<file path="src/rtl/intr_ctrl_pkg.sv">
// Shared types and constants for the interrupt controller
// and the CSR decoder.
package intr_ctrl_pkg;

  typedef enum logic {
    ST_IDLE    = 1'b0,
    ST_HANDLER = 1'b1
  } state_e;

  localparam logic [11:0] CSR_MIE   = 12'h304;
  localparam logic [11:0] CSR_MTVEC = 12'h305;
  localparam logic [11:0] CSR_MEPC  = 12'h341;

  localparam int DEF_N_SRC = 4;

endpackage

</file>
<file path="src/rtl/irq_sync_edge.sv">
// Two-flop synchronizer for one interrupt line plus a
// third flop that turns a synchronized rising edge into a pulse.
module irq_sync_edge (
  input  logic clk,
  input  logic rst,
  input  logic i_irq,
  output logic o_rise
);

  logic r_s1;
  logic r_s2;
  logic r_s3;

  always_ff @(posedge clk or negedge rst) begin
    if (!rst) begin
      r_s1 <= 1'b0;
      r_s2 <= 1'b0;
      r_s3 <= 1'b0;
    end else begin
      r_s1 <= i_irq;
      r_s2 <= r_s1;
      r_s3 <= r_s2;
    end
  end

  assign o_rise = r_s2 & ~r_s3;

endmodule

</file>
<file path="src/rtl/intr_ctrl.sv">
// Edge-latched, fixed-priority interrupt controller that
// hands one trap at a time to the control FSM.
module intr_ctrl
  import intr_ctrl_pkg::*;
#(
  parameter int N_SRC = DEF_N_SRC,
  parameter int ID_W  = 4
) (
  input  logic             clk,
  input  logic             rst,
  input  logic [N_SRC-1:0] irq_in,
  input  logic             csr_mie,
  input  logic             instr_boundary,
  input  logic             mret,
  output logic             int_req,
  output logic             int_taken,
  output logic [ID_W-1:0]  int_id,
  output logic             in_handler,
  output logic [N_SRC-1:0] pending
);

  logic [N_SRC-1:0] w_rise;
  logic [N_SRC-1:0] w_clr;
  logic [N_SRC-1:0] r_pend;
  logic [ID_W-1:0]  w_sel;
  logic [ID_W-1:0]  r_id;
  state_e           r_state;
  state_e           w_state_nxt;

  for (genvar g = 0; g < N_SRC; g++) begin : g_sync
    irq_sync_edge u_sync (
      .clk    (clk),
      .rst    (rst),
      .i_irq  (irq_in[g]),
      .o_rise (w_rise[g])
    );
  end

  // Scan high to low so the lowest pending index wins.
  always_comb begin
    w_sel = '0;
    for (int i = N_SRC - 1; i >= 0; i--) begin
      if (r_pend[i]) w_sel = ID_W'(i);
    end
  end

  assign w_clr = int_taken ? (N_SRC'(1) << w_sel) : '0;

  always_ff @(posedge clk or negedge rst) begin
    if (!rst) begin
      r_state <= ST_IDLE;
    end else begin
      r_state <= w_state_nxt;
    end
  end

  always_comb begin
    w_state_nxt = r_state;
    unique case (r_state)
      ST_IDLE:    if (int_taken) w_state_nxt = ST_HANDLER;
      ST_HANDLER: if (mret)      w_state_nxt = ST_IDLE;
    endcase
  end

  always_comb begin
    int_req    = 1'b0;
    in_handler = 1'b0;
    unique case (r_state)
      ST_IDLE:    int_req    = csr_mie & (|r_pend);
      ST_HANDLER: in_handler = 1'b1;
    endcase
    int_taken = int_req & instr_boundary;
  end

  // A fresh edge landing on its own clear keeps the bit set.
  always_ff @(posedge clk or negedge rst) begin
    if (!rst) begin
      r_pend <= '0;
      r_id   <= '0;
    end else begin
      r_pend <= (r_pend & ~w_clr) | w_rise;
      if (int_taken) r_id <= w_sel;
    end
  end

  assign pending = r_pend;
  assign int_id  = r_id;

endmodule

</file>
<file path="config.mk">
export PLATFORM = sky130hd
export DESIGN_NAME = intr_ctrl
export DESIGN_NICKNAME = d
export VERILOG_FILES = /design/src/rtl/intr_ctrl_pkg.sv /design/src/rtl/irq_sync_edge.sv /design/src/rtl/intr_ctrl.sv
export SDC_FILE = /design/constraint.sdc
export NUM_CORES = 1
export LEC_CHECK = 0
export CAP_MARGIN = 20
export CELL_PAD_IN_SITES_DETAIL_PLACEMENT = 0
export CELL_PAD_IN_SITES_GLOBAL_PLACEMENT = 1
export CORE_ASPECT_RATIO = 0.75
export CORE_MARGIN = 10
export CORE_UTILIZATION = 30
export CTS_CLUSTER_SIZE = 8
export DETAILED_ROUTE_END_ITERATION = 8
export GPL_TIMING_DRIVEN = 0
export HOLD_SLACK_MARGIN = 0.03
export PLACE_DENSITY_LB_ADDON = 0.1
export SLEW_MARGIN = 20
export SYNTH_ARGS = -nofsm -noshare
export SYNTH_HDL_FRONTEND = slang
export SYNTH_SLANG_ARGS = --single-unit
</file>
<file path="constraint.sdc">
create_clock -name clk -period 2.4 [get_ports clk]
set_input_delay 0.24 -clock clk [delete_from_list [all_inputs] [get_ports clk]]
set_output_delay 0.24 -clock clk [all_outputs]
set_load 0.01 [all_outputs]
</file>
==> reports/summary.md <==
The flow ran to the end, and the final reports show no timing, DRC or antenna violations. Most frequent cell after synthesis: sky130_fd_sc_hd__dfrtp_1. The part of the power in the clock network came out at 0.249.

STA puts the critical path data required time at 2.16 ns. TritonCTS built the clock tree. The residual antenna-violating net count after detailed routing is 0, and the part of the Yosys area used for sequential elements is 0.722. The worst register-to-register path begins at r_state$_DFF_PN0_.

The tools report the root buffer cell as sky130_fd_sc_hd__clkbuf_4. Buffers added to address setup during post-CTS repair amount to 0. The tree built by TritonCTS fans out to 19 sinks. The first global-routing pass estimated 1970 um of wire. Internal power comes to 0.463 mW. The first TritonRoute pass finished after 3 iterations. In the final design database the tool counted 80 nets. Buffers inserted to repair hold after CTS numbered 0.

Once the clock tree was built, the resizer swapped 0 gates to a different size. The run gives 48 as the count of mapped cells out of synthesis. Total routed wirelength: 1210 um. The element type at the critical path end was an output port. The final worst-path cycle share came out at 0.827.

Power dissipated by switching net loads: 0.149 mW. The net switching fraction of the power was 0.243. Counting I/O delays and the setup requirement, the final critical path takes 1.99 ns.

The floorplan die height is 60.6 um, and the count of input and output buffers is 17. The number of top-level design ports is 20. Setup total negative slack on the finished layout was measured at 0 ns. The number of buffers on the longest clock path is 2, and the met1 global-route usage is 0.0613. The number of H-tree branching levels is 1, and the overall power of the completed layout is 0.612 mW. The per-instance average area after synthesis works out to 13.7 um^2. Layout cell share with drive strength beyond 1: 0.129. The fraction of registers with async set or reset after synthesis came out at 1.00. The met3 track utilization from global routing is 0.0457, and the peak fanout along the critical path is 7. sky130_fd_sc_hd__dfrtp_1 takes more of the synthesized area than any other cell.

The run gives 890 um^2 as the finished layout cell area. Setup repair after global routing left no endpoint under its margin. Type of the setup path with the least slack: flip-flop to output port. For the pin with the worst max-slew slack, the measured transition is 0.816 ns.

For the worst setup skew after layout, the log shows 0.00402 ns. The most used flip-flop cell after synthesis is sky130_fd_sc_hd__dfrtp_1. The min-delay analysis places its worst path in the category flip-flop to flip-flop.

After clock tree synthesis, the clock-pin slew on the worst setup and hold paths is 0.10 ns. In the post-synthesis netlist, the biggest area contributors are sky130_fd_sc_hd__dfrtp_1, sky130_fd_sc_hd__nand3b_4, sky130_fd_sc_hd__inv_1. The number of hold-slack violations in the final timing report was 0; the die footprint was 0.00449 mm^2. The global-route usage over all layers is 0.0557. For the number of CTS-inserted buffers, the log shows 3. The run gives 0.676 as the final weighted congestion in routability-driven placement.

The layout has 207 filler cells. During synthesis, Yosys emitted a total of 0 warnings. Area share of the largest cell type after synthesis: 0.722. Entering global routing, the biggest net connects 20 pins. The placed wire-length estimate was 892 um; the summed instance area of the synthesized netlist was 658 um^2.

For the post-route DRC violation count, the log shows 0. STA puts the critical path data arrival time at 1.75 ns. The highest achievable clock rate was 504 MHz; the number of standard-cell rows in the floorplan was 14. The startpoint identified for the worst hold timing path is g_sync[1].u_sync.r_s1$_DFF_PN0_.

The power per unit of standard cell area was 688 mW/mm^2. The tools report the met2 capacity usage during global routing as 0.0837. The tools report the part of the total power dissipated in sequential elements as 0.598. Summing over every cut layer, the via total after detailed routing is 404. The tools report the initial core utilization as 0.321. The die extent in x is 74.1 um, and the setup slack of the most critical reg-to-reg path is 1.22 ns.

The run gives 0 as the number of pins exceeding their max-slew limit in the final report. The total area inside the core boundary comes to 0.00205 mm^2. The tools report the number of max-cap violations as 0. The timing startpoint of the critical path was pending[0]$_DFF_PN0_.

The repair_antennas step left the layout with diodes totalling 0. Setup violations remaining at the end of the flow were counted as 0. Dividing the detail-routed wire length by the instance count gives 12.8 um. In this run, synthesis inferred 0 flip-flops with an integrated enable.

The logs give 862 um^2 for the cell area after placement and 0.455 for the relative slew slack. The number of antenna violations at the first check in global routing is 0, and the worst ir drop on vdd is 0.531 mV. Synthesis instantiated 19 different standard cells from the library. The most heavily used metal layer in global routing is met2.

The via count of the first global-routing pass came out at 436. The area growth from synthesis to layout is 35.2%. After synthesis, the most frequently instantiated cells are sky130_fd_sc_hd__dfrtp_1, sky130_fd_sc_hd__inv_1, sky130_fd_sc_hd__nor2_1. At the later pin of the worst-skew pair, clock insertion delay measures 0.29 ns. The logs give 0 for the overall overflow remaining after global route and 5 for the number of DRC markers in iteration 0. STA classifies the critical path startpoint as a flip-flop.

Synthesis inferred 19 register bits. The combinational fraction of design power is 0.153, and the per-cell via count in the routed design is 4.30. The standby leakage power was 0.396 nW.
## placed cells by master, fill, tap and decap left out, drive strengths merged
| cell type | instances |
|---|---|
| o41ai | 1 |
| a22o | 1 |
| nor2 | 4 |
| clkbuf | 3 |
| o22a | 1 |
| nor4 | 1 |
| clkdlybuf4s50 | 17 |
| o22ai | 1 |
| clkinv | 1 |
| dfrtp | 19 |
| o32ai | 1 |
| nand2 | 2 |
| a21oi | 1 |
| nand2b | 1 |
| nand3b | 1 |
| conb | 2 |
| inv | 5 |
| o21ai | 3 |
| buf | 2 |
| nor3b | 1 |
| or2 | 1 |
| o31ai | 1 |
## power by group through the flow
stage          clock network [mW]  registers (mW)  logic, mW
6_report                    0.152           0.366     0.0937
5_1_grt                     0.174           0.371      0.102
4_1_cts                     0.167           0.368     0.0963
3_5_place_dp                    0           0.374     0.0959
3_3_place_gp                    0           0.373     0.0957
2_1_floorplan                   0           0.375     0.0286
## stage by stage
stage          utilization  std cells  hold slack, ns  worst slack [ns]
6_report             0.434         94           0.358             0.414
5_1_grt              0.434         94           0.359             0.275
4_1_cts              0.434         94           0.358             0.371
3_5_place_dp         0.421         90           0.335             0.573
3_3_place_gp         0.421         90           0.336             0.582
2_1_floorplan            -         49         -0.0556              1.23
## cell families (layout without fill, tap and decap cells)
group / after synthesis / count (layout) / share of synthesized area
AO/OA/AOI/OAI: 10 / 10 / 0.106
buffers and inverters: 7 / 28 / 0.0513
flip-flops: 19 / 19 / 0.722
other: 1 / 2 / 0.00570
AND/OR/NAND/NOR: 11 / 11 / 0.114
## routing by layer
metal,share of wire,up-vias
met5,0,-
met4,0,0
met3,0.12,0
met2,0.41,16
met1,0.47,185
li1,-,203
## registers in the layout (all words and copies together) (netlist names)
signal              count
g_sync.u_sync.r_s1      4
int_id                  2
pending                 4
g_sync.u_sync.r_s2      4
r_state                 1
g_sync.u_sync.r_s3      4
## critical path, stage by stage, from the launching register on
cell	delay, ns
sky130_fd_sc_hd__dfrtp_1	0.47
sky130_fd_sc_hd__nor4_2	0.41
sky130_fd_sc_hd__nor3b_1	0.09
sky130_fd_sc_hd__clkdlybuf4s50_1	0.49
## area by class of cell
class                   count  area [um^2]  share of cell area
multi-input cells          23          153               0.172
clock inverters             1         5.00             0.00563
well taps                  24         30.0              0.0338
inverters                   5         18.8              0.0211
repair buffers             17          170               0.191
flip-flops and latches     19          475               0.534
clock buffers               3         22.5              0.0253
plain buffers               2         15.0              0.0169
## worst paths after layout
check,end,cells after the start
setup reg to reg,pending[1]$_DFF_PN0_,3
setup / recovery,int_req,3
hold reg to reg,g_sync[1].u_sync.r_s2$_DFF_PN0_,0
hold / removal,g_sync[1].u_sync.r_s2$_DFF_PN0_,0
max in group asynchronous,pending[1]$_DFF_PN0_,1
min in group asynchronous,g_sync[0].u_sync.r_s2$_DFF_PN0_,1
Power figures use the tool's default switching activity.
